File: src/rtl/sampler_pkg.sv
// Shared definitions for the sampler trigger front end.
package sampler_pkg;

  localparam int unsigned StateBits = 2;

  typedef logic [StateBits-1:0] state_t;

  localparam state_t StIdle  = 2'd0;
  localparam state_t StArmed = 2'd1;
  localparam state_t StDelay = 2'd2;
  localparam state_t StFired = 2'd3;

endpackage

File: src/rtl/trigger_match.sv
// Previous-sample register plus combinational level/edge pattern compare.
module trigger_match #(
  parameter int unsigned Width = 32
) (
  input  logic             clk,
  input  logic             reset,
  input  logic [Width-1:0] probe_i,
  input  logic [Width-1:0] mask_i,
  input  logic [Width-1:0] value_i,
  input  logic [Width-1:0] edge_sel_i,
  input  logic             edge_valid_i,
  output logic [Width-1:0] prev_o,
  output logic             match_o
);

  logic [Width-1:0] prev_q;
  logic [Width-1:0] diff;
  logic [Width-1:0] edge_bits;
  logic             level_ok;
  logic             edge_ok;

  // Previous-cycle probe; doubles as the registered bus forwarded to the sampler.
  always_ff @(posedge clk) begin
    if (reset) begin
      prev_q <= '0;
    end else begin
      prev_q <= probe_i;
    end
  end

  // Level bits must equal value; edge bits must equal value now and differ from it last cycle.
  always_comb begin
    diff      = probe_i ^ value_i;
    edge_bits = mask_i & edge_sel_i;
    level_ok  = (diff & mask_i & ~edge_sel_i) == '0;
    // With no edge bits selected the edge term is vacuously true, even before prev is valid.
    edge_ok   = (edge_bits == '0) ||
                (edge_valid_i && ((diff & edge_bits) == '0) &&
                 (((prev_q ^ value_i) & edge_bits) == edge_bits));
    match_o   = level_ok && edge_ok;
  end

  assign prev_o = prev_q;

endmodule

File: src/rtl/sampler_trigger.sv
// Trigger front end: registers the probe bus and gates the sampler's write enable
// behind a programmed pattern match, occurrence count and post-match delay.
module sampler_trigger
  import sampler_pkg::*;
#(
  parameter int unsigned width     = 32,
  parameter int unsigned countBits = 16
) (
  input  logic                 clk,
  input  logic                 reset,
  input  logic                 arm,
  input  logic                 disarm,
  input  logic [width-1:0]     probe,
  input  logic [width-1:0]     cfg_mask,
  input  logic [width-1:0]     cfg_value,
  input  logic [width-1:0]     cfg_edge,
  input  logic [countBits-1:0] cfg_count,
  input  logic [countBits-1:0] cfg_delay,
  output logic [width-1:0]     w_in,
  output logic                 w_enable,
  output logic                 armed,
  output logic                 triggered,
  output logic [31:0]          trig_time
);

  state_t               state_q, state_d;
  logic [width-1:0]     mask_q, mask_d;
  logic [width-1:0]     value_q, value_d;
  logic [width-1:0]     edge_q, edge_d;
  logic [countBits-1:0] need_q, need_d;
  logic [countBits-1:0] delay_q, delay_d;
  logic [countBits-1:0] occ_q, occ_d;
  logic [countBits-1:0] dly_q, dly_d;
  logic [31:0]          trig_time_q, trig_time_d;
  logic                 triggered_q, triggered_d;
  logic                 first_q, first_d;
  logic                 match;

  trigger_match #(
    .Width(width)
  ) u_match (
    .clk         (clk),
    .reset       (reset),
    .probe_i     (probe),
    .mask_i      (mask_q),
    .value_i     (value_q),
    .edge_sel_i  (edge_q),
    .edge_valid_i(~first_q),
    .prev_o      (w_in),
    .match_o     (match)
  );

  // Next-state: disarm beats arm, arm restarts from any state, otherwise run the FSM.
  always_comb begin
    state_d     = state_q;
    mask_d      = mask_q;
    value_d     = value_q;
    edge_d      = edge_q;
    need_d      = need_q;
    delay_d     = delay_q;
    occ_d       = occ_q;
    dly_d       = dly_q;
    trig_time_d = trig_time_q;
    triggered_d = triggered_q;
    first_d     = 1'b0;

    if (disarm) begin
      state_d = StIdle;
    end else if (arm) begin
      state_d     = StArmed;
      mask_d      = cfg_mask;
      value_d     = cfg_value;
      edge_d      = cfg_edge;
      need_d      = (cfg_count == '0) ? countBits'(1) : cfg_count;
      delay_d     = cfg_delay;
      occ_d       = '0;
      dly_d       = '0;
      trig_time_d = '0;
      triggered_d = 1'b0;
      first_d     = 1'b1;
    end else begin
      unique case (state_q)
        StArmed: begin
          // Counts every armed cycle including the final match, so it reads arm-to-match distance.
          if (trig_time_q != '1) begin
            trig_time_d = trig_time_q + 32'd1;
          end
          if (match) begin
            occ_d = occ_q + countBits'(1);
            if (occ_q + countBits'(1) == need_q) begin
              triggered_d = 1'b1;
              state_d     = (delay_q == '0) ? StFired : StDelay;
              // Loaded with D-1 so the last DELAY cycle sees zero and hands over to FIRED.
              dly_d       = delay_q - countBits'(1);
            end
          end
        end
        StDelay: begin
          if (dly_q == '0) begin
            state_d = StFired;
          end else begin
            dly_d = dly_q - countBits'(1);
          end
        end
        default: ;
      endcase
    end
  end

  // State and status registers with synchronous reset.
  always_ff @(posedge clk) begin
    if (reset) begin
      state_q     <= StIdle;
      mask_q      <= '0;
      value_q     <= '0;
      edge_q      <= '0;
      need_q      <= '0;
      delay_q     <= '0;
      occ_q       <= '0;
      dly_q       <= '0;
      trig_time_q <= '0;
      triggered_q <= 1'b0;
      first_q     <= 1'b0;
    end else begin
      state_q     <= state_d;
      mask_q      <= mask_d;
      value_q     <= value_d;
      edge_q      <= edge_d;
      need_q      <= need_d;
      delay_q     <= delay_d;
      occ_q       <= occ_d;
      dly_q       <= dly_d;
      trig_time_q <= trig_time_d;
      triggered_q <= triggered_d;
      first_q     <= first_d;
    end
  end

  assign w_enable  = (state_q == StFired);
  assign armed     = (state_q == StArmed) || (state_q == StDelay);
  assign triggered = triggered_q;
  assign trig_time = trig_time_q;

endmodule

File: config.mk
export PLATFORM = sky130hd
export DESIGN_NAME = sampler_trigger
export DESIGN_NICKNAME = d
export VERILOG_FILES = /design/src/rtl/sampler_pkg.sv /design/src/rtl/trigger_match.sv /design/src/rtl/sampler_trigger.sv
export SDC_FILE = /design/constraint.sdc
export NUM_CORES = 1
export LEC_CHECK = 0
export ABC_AREA = 1
export CORE_MARGIN = 4
export CORE_UTILIZATION = 54
export CTS_BUF_LIST = sky130_fd_sc_hd__clkbuf_4
export DETAILED_ROUTE_END_ITERATION = 7
export PLACE_DENSITY = 0.83
export SYNTH_ARGS = -nofsm -noshare
export SYNTH_HDL_FRONTEND = slang
export SYNTH_HIERARCHICAL = 1
export SYNTH_SLANG_ARGS = --single-unit
File: constraint.sdc
create_clock -name clk -period 3.2 [get_ports clk]
set_input_delay 0.64 -clock clk [delete_from_list [all_inputs] [get_ports clk]]
set_output_delay 0.64 -clock clk [all_outputs]
set_load 0.005 [all_outputs]
==> flow_summary.yaml, run 1 <==
timing:
  tightestPinTransition_ps: 682
  hold_viol: 0
  whs_ps: 457
  setup_viol: 0
  maxSlewViolCount: 0
  finalSetupTns_ps: 0
  max_freq_ghz: 0.372
  slew_headroom: 0.545
  finalCritPeriodShare: 0.841
  setup_slack_ps: 509
  finalCriticalPeriod_ps: 2690
  grt_setup_unrepaired: "no"
  fin_skew_ps: 37.6
clocking:
  ctsResizeCount: 0
  postCtsHoldBufs: 0
  clk_latency_ps: 700
  clk_pin_slew_worst_paths_ps: 60
  clk_root_buffer_cell: "clkbuf_4"
  clockBufferDepth: 3
  cts_made_buffers: 58
  cts_tree: "done"
  cts.sinks: 228
  htreeDepth: 2
  postCtsSetupBuffers: 0
worst_setup_path:
  startpoint_type: "register"
  cp-end-kind: "output port"
  critical_path.max_fanout: 4
  path_class: "reg2out"
  crit_arrival_ps: 2050
  crit_required_ps: 2560
drt:
  drt-wirelength-per-cell_um: 16.3
  num_vias: 12337
  drc: 0
  wl_um: 36800
  first_pass_iters: 6
  antenna_left: 0
  via_per_inst: 5.47
  drt_iter0_drc: 899
cells_and_area:
  stdcell_area_mm2: 0.0150
  syn_to_final_growth_pct: 28.6
  nets: 2112
  nFillCells: 1734
  drive_gt1_frac: 0.0886
die:
  num_rows: 53
  start_util: 0.552
  die_w_um: 155
  core-area_mm2: 0.0212
  num_io_pins: 231
  die_h_um: 155
  die_area_mm2: 0.0241
power_and_ir_drop:
  vdd_drop_max_mv: 0.236
  p_leak_nw: 6.34
  power_density_mw_per_mm2: 434
global_route:
  grt_pass1_vias: 11672
  grt.overflow.total: 0
  grt_first_pass_wirelength_um: 57200
  grt_max_degree: 59
  grtUsageTotal: 0.291
  antenna_found_initial: 4
yosys:
  seq_area_frac_synth: 0.391
  ys_seq_elements: 228
  synth-main-ff-cell: "dfxtp_1"
  syn_nets: 1857
  syn_inst: 1687
  synth_edf_count: 0
  synth_top_area_frac: 0.391
  synthArstFlopShare: 0
  synthTopCellsByArea: "dfxtp_1, nand2_1, a22o_1, nand3_1, inv_1"
  yosysWarnings: 6
  postSynthAreaPerCell_um2: 6.93
  synth_area_leader_cell: "dfxtp_1"
  synth_cell_types: 43
  syn_area_mm2: 0.0117
worst_hold_path:
  min_path_type: "reg2reg"
place:
  port_buffers: 230
  hpwlAfterDp_um: 27100
  placed_area_mm2: 0.0143
  gp_congestion: 0.945
  dpl_worst_slack_ps: 15.9
run:
  cap_violations: 0
run_status:
  status: "finished, final reports clean"
==> cells in the final DEF (no fill, tap or decap), drive strengths merged <==
cell / synthesis / final
a22o: 96 / 96
nand4: 28 / 28
or2: 10 / 10
a21boi: 1 / 1
clkbuf: 34 / 81
xor2: 16 / 16
clkdlybuf4s50: 0 / 229
nand3: 163 / 163
buf: 25 / 25
a21oi: 67 / 67
a211oi: 3 / 3
nor4: 21 / 21
o21ai: 62 / 62
clkinvlp: 0 / 1
o22ai: 8 / 8
nand3b: 6 / 6
nor2: 195 / 195
bufinv: 0 / 2
nor3: 36 / 36
xnor2: 14 / 14
clkinv: 2 / 11
diode: 0 / 4
inv: 226 / 227
dfxtp: 228 / 228
o21bai: 2 / 2
a32o: 13 / 13
nand2: 424 / 424
nor3b: 1 / 1
ha: 6 / 6
==> where the power goes <==
| group | internal [W] | switching [W] | total, W |
|---|---|---|---|
| Combinational | 0.000463 | 0.000472 | 0.000935 |
| Clock | 0.00132 | 0.00120 | 0.00252 |
| Sequential | 0.00296 | 0.000103 | 0.00306 |
| Total | 0.00474 | 0.00177 | 0.00651 |
==> final timing paths <==
path                   start         to  slack [ps]  cells after the start
setup / recovery  state_q[0]      armed         510                      4
hold / removal     triggered  triggered         460                      2
setup reg to reg  mask_q[23]   occ_q[6]         640                     18
hold reg to reg    triggered  triggered         460                      2
==> Yosys cell counts (5+ instances only) <==
cell type / instances
nand3_1: 157
nor2_2: 10
xnor2_1: 14
ha_1: 6
nand2_2: 9
inv_1: 209
o21ai_2: 6
a21oi_1: 66
nand3_2: 5
dfxtp_1: 228
inv_2: 17
buf_2: 15
nand2_1: 414
o21ai_0: 51
nand3b_1: 6
a22o_1: 96
nor3_1: 35
o21ai_1: 5
nor2_1: 180
clkbuf_1: 34
nor4_1: 21
a32o_1: 13
o22ai_1: 8
nand4_1: 28
xor2_1: 16
nor2_4: 5
==> routing by layer <==
metal  part of all wire  up-vias  wire length, um  global-route usage
met3              0.091       81             3330              0.0665
met1               0.40     5654            14800               0.357
met4              0.034        2             1250               0.114
met5            0.00035        -               13                   0
li1                   -     6072                -                   -
met2               0.47      528            17400               0.496
==> cells by family (layout without fill, tap and decap cells) <==
logic type	after synthesis	in the layout	synth area share
AO/OA/AOI/OAI	252	252	0.149
flip-flops	228	228	0.391
buffers and inverters	287	576	0.0994
AND/OR/NAND/NOR	884	884	0.332
adder cells (fa/ha/maj)	6	6	0.00643
XOR/XNOR	30	30	0.0225
other	0	4	0
==> sequential cells by signal, summed over array words and instances (netlist names), 2 cells and up <==
name / cells
edge_q: 32
mask_q: 32
trig_time: 32
u_match/prev_o: 32
value_q: 32
delay_q: 16
dly_q: 16
need_q: 16
occ_q: 16
state_q: 2
==> cell type report <==
class	instances	area, um^2	share of cell area
Antenna cell	4	10.0	0.000666
Clock buffer	81	608	0.0405
Clock inverter	13	111	0.00741
Inverter	228	856	0.0570
Multi-Input combinational cell	1172	5980	0.398
Sequential cell	228	4560	0.304
Tap cell	275	344	0.0229
Timing Repair Buffer	254	2550	0.170
==> stage by stage <==
stage                     power (W)   util  cells
after floorplan             0.00360      -   1687
after global placement      0.00403  0.676   2157
after detailed placement    0.00405  0.676   2157
after CTS                   0.00655  0.710   2251
after global routing        0.00682  0.710   2253
final                       0.00651  0.710   2255
==> critical path, cell delays in order, from the launching register on <==
cell and delay, ps:
dfxtp_1 380, inv_1 70, ha_1 350, inv_1 70, clkdlybuf4s50_1 490
(Power assumes the default switching activity.)
==> inputs of run 2 (changes only) <==
--- a/config.mk
+++ b/config.mk
@@ -7,10 +7,10 @@
 export LEC_CHECK = 0
 export ABC_AREA = 1
 export CORE_MARGIN = 4
-export CORE_UTILIZATION = 54
+export CORE_UTILIZATION = 49
 export CTS_BUF_LIST = sky130_fd_sc_hd__clkbuf_4
 export DETAILED_ROUTE_END_ITERATION = 7
-export PLACE_DENSITY = 0.83
+export PLACE_DENSITY = 0.79
 export SYNTH_ARGS = -nofsm -noshare
 export SYNTH_HDL_FRONTEND = slang
 export SYNTH_HIERARCHICAL = 1
==> constraint.sdc (replaced) <==
create_clock -name clk -period 2.3 [get_ports clk]
set_input_delay 0.46 -clock clk [delete_from_list [all_inputs] [get_ports clk]]
set_output_delay 0.46 -clock clk [all_outputs]
set_load 0.005 [all_outputs]
==> flow_summary.yaml, run 2 (synthesis results as in run 1) <==
worst_setup_path:
  critical_path.max_fanout: 8
  rr_endpoint: "occ_q[15]"
  r2r.worst_path.cells: 17
  cp-end-kind: "register"
  path_class: "reg2reg"
  crit_arrival_ps: 3060
  crit_required_ps: 2920
  startpoint_type: "register"
  rrSetupSlack_ps: -140
  r2r-start: "value_q[23]"
clocking:
  clk_latency_ps: 730
  clk_root_buffer_cell: "clkbuf_4"
  cts_made_buffers: 60
  cts.sinks: 228
  htreeDepth: 2
  postCtsHoldBufs: 0
  clk_pin_slew_worst_paths_ps: 70
  cts_tree: "done"
  clockBufferDepth: 3
cells_and_area:
  drive_gt1_frac: 0.181
  layout_commonest_cell: "nand2_1"
  multi_input_comb_area_mm2: 0.00619
  final_util: 0.701
  nFillCells: 1988
  final_cell_mix: "nand2_1, clkdlybuf4s50_1, dfxtp_1"
  syn_to_final_growth_pct: 40.8
  nets: 2251
  final-seq-area_mm2: 0.00458
die:
  num_io_pins: 231
  num_rows: 56
  die_area_mm2: 0.0264
  start_util: 0.498
  die_h_um: 162
  die_w_um: 162
  core-area_mm2: 0.0235
timing:
  slew_headroom: 0.564
  max_freq_ghz: 0.410
  finalCriticalPeriod_ps: 2440
  tightestPinTransition_ps: 654
  setup_slack_ps: -141
  fin_skew_ps: 61.1
  grt_setup_unrepaired: "yes"
  maxSlewViolCount: 0
  hold_viol: 0
  setup_viol: 15
  finalCritPeriodShare: 1.06
place:
  port_buffers: 230
  gp_congestion: 0.961
  hpwlAfterDp_um: 29700
  dpl_worst_slack_ps: -768
power_and_ir_drop:
  p_leak_nw: 7.11
  power_density_mw_per_mm2: 569
  p_total_w: 0.00937
  vdd_drop_max_mv: 0.383
worst_hold_path:
  hold_depth: 2
  min_path_type: "in2reg"
  whs_endpoint: "u_match/prev_o[2]"
  hold_start: "reset"
global_route:
  grt_pass1_vias: 12650
  grtUsageTotal: 0.290
  grt.overflow.total: 0
  grt_first_pass_wirelength_um: 62300
  antenna_found_initial: 9
  grt_max_degree: 47
run_status:
  violations: "setup timing"
  status: "complete, but fails checks"
drt:
  drt_iter0_drc: 995
  num_vias: 13004
  first_pass_iters: 6
  drt-wirelength-per-cell_um: 16.3
  via_per_inst: 5.32
  wl_um: 39900
  drc: 0
  antenna_left: 0
run:
  cap_violations: 0
-- run 2: cell types whose count changed in the layout (fill, tap and decap cells not counted), moves of 6 or more --
cell / change
dfxtp_1: -12
nand3_1: -9
nand2_2: +11
buf_4: +126
nor2_2: +9
nand3_2: +9
nand2_1: -11
nor2_1: -12
buf_12: +6
dfxtp_2: +12
clkbuf_4: +15
-- run 2: worst max-delay path, cell delays in order (launching register included) --
cell     delay, ps
dfxtp_1        400
nand2_1         90
nand3_1        110
nand3_1        100
nor2_2         150
nand2_1         80
nor2_1         110
nand2_1         70
nor2_1          80
nor2_1          60
nor2_2         180
nor2_2          80
nor3_2         210
nand2_1        130
inv_2          130
buf_12         140
nand3_2         70
a21oi_2        140
-- run 2: layout make-up --
type	count	area share
clock inverter	8	0.00251
antenna	3	0.000456
clock buffer	96	0.0438
multi-input combinational	1175	0.376
inverter	228	0.0522
timing repair buffer	388	0.222
tap	319	0.0243
sequential	228	0.278
-- run 2: worst max-delay path by stage --
stage          slack, ps  depth (start not counted)   endpoint         from
2_1_floorplan          8                         19  dly_q[14]   state_q[0]
3_3_place_gp        -680                         17  occ_q[11]    probe[26]
3_5_place_dp        -770                         17  occ_q[15]    probe[28]
4_1_cts              -20                         19  occ_q[15]  value_q[24]
5_1_grt             -340                         17   occ_q[9]  value_q[21]
6_report            -140                         17  occ_q[15]  value_q[23]
-- run 2: stage by stage --
step / hold WS, ps / std cells / setup TNS (ps) / cell area (um^2)
after detailed placement: 469 / 2331 / -24980 / 15400
after global routing: 57.0 / 2443 / -7620 / 16400
after global placement: 463 / 2331 / -22020 / 15400
after floorplan: 447 / 1687 / 0 / 11700
final: 89.4 / 2445 / -1860 / 16500
after CTS: 31.0 / 2437 / -16.6 / 16200
-- run 2: where the power goes --
group          switching, W  total, W  internal [W]
Combinational      0.000743   0.00153      0.000787
Sequential         0.000134   0.00426       0.00412
Clock               0.00170   0.00358       0.00188
-- run 2: routing by layer --
| layer | wire length [um] | track usage | part of all wire | up-vias |
|---|---|---|---|---|
| met4 | 1550 | 0.113 | 0.039 | 14 |
| li1 | - | - | - | 6385 |
| met5 | 92 | 0 | 0.0023 | - |
| met3 | 3340 | 0.0668 | 0.084 | 121 |
| met1 | 16000 | 0.352 | 0.40 | 5948 |
| met2 | 18900 | 0.500 | 0.47 | 536 |
-- run 2: what timing repair did --
item	4_1_cts	5_1_grt
resized for setup	12	60
setup buffers	0	3
pin swaps	4	23
setup endpoints to repair	35	36
cloned	2	2
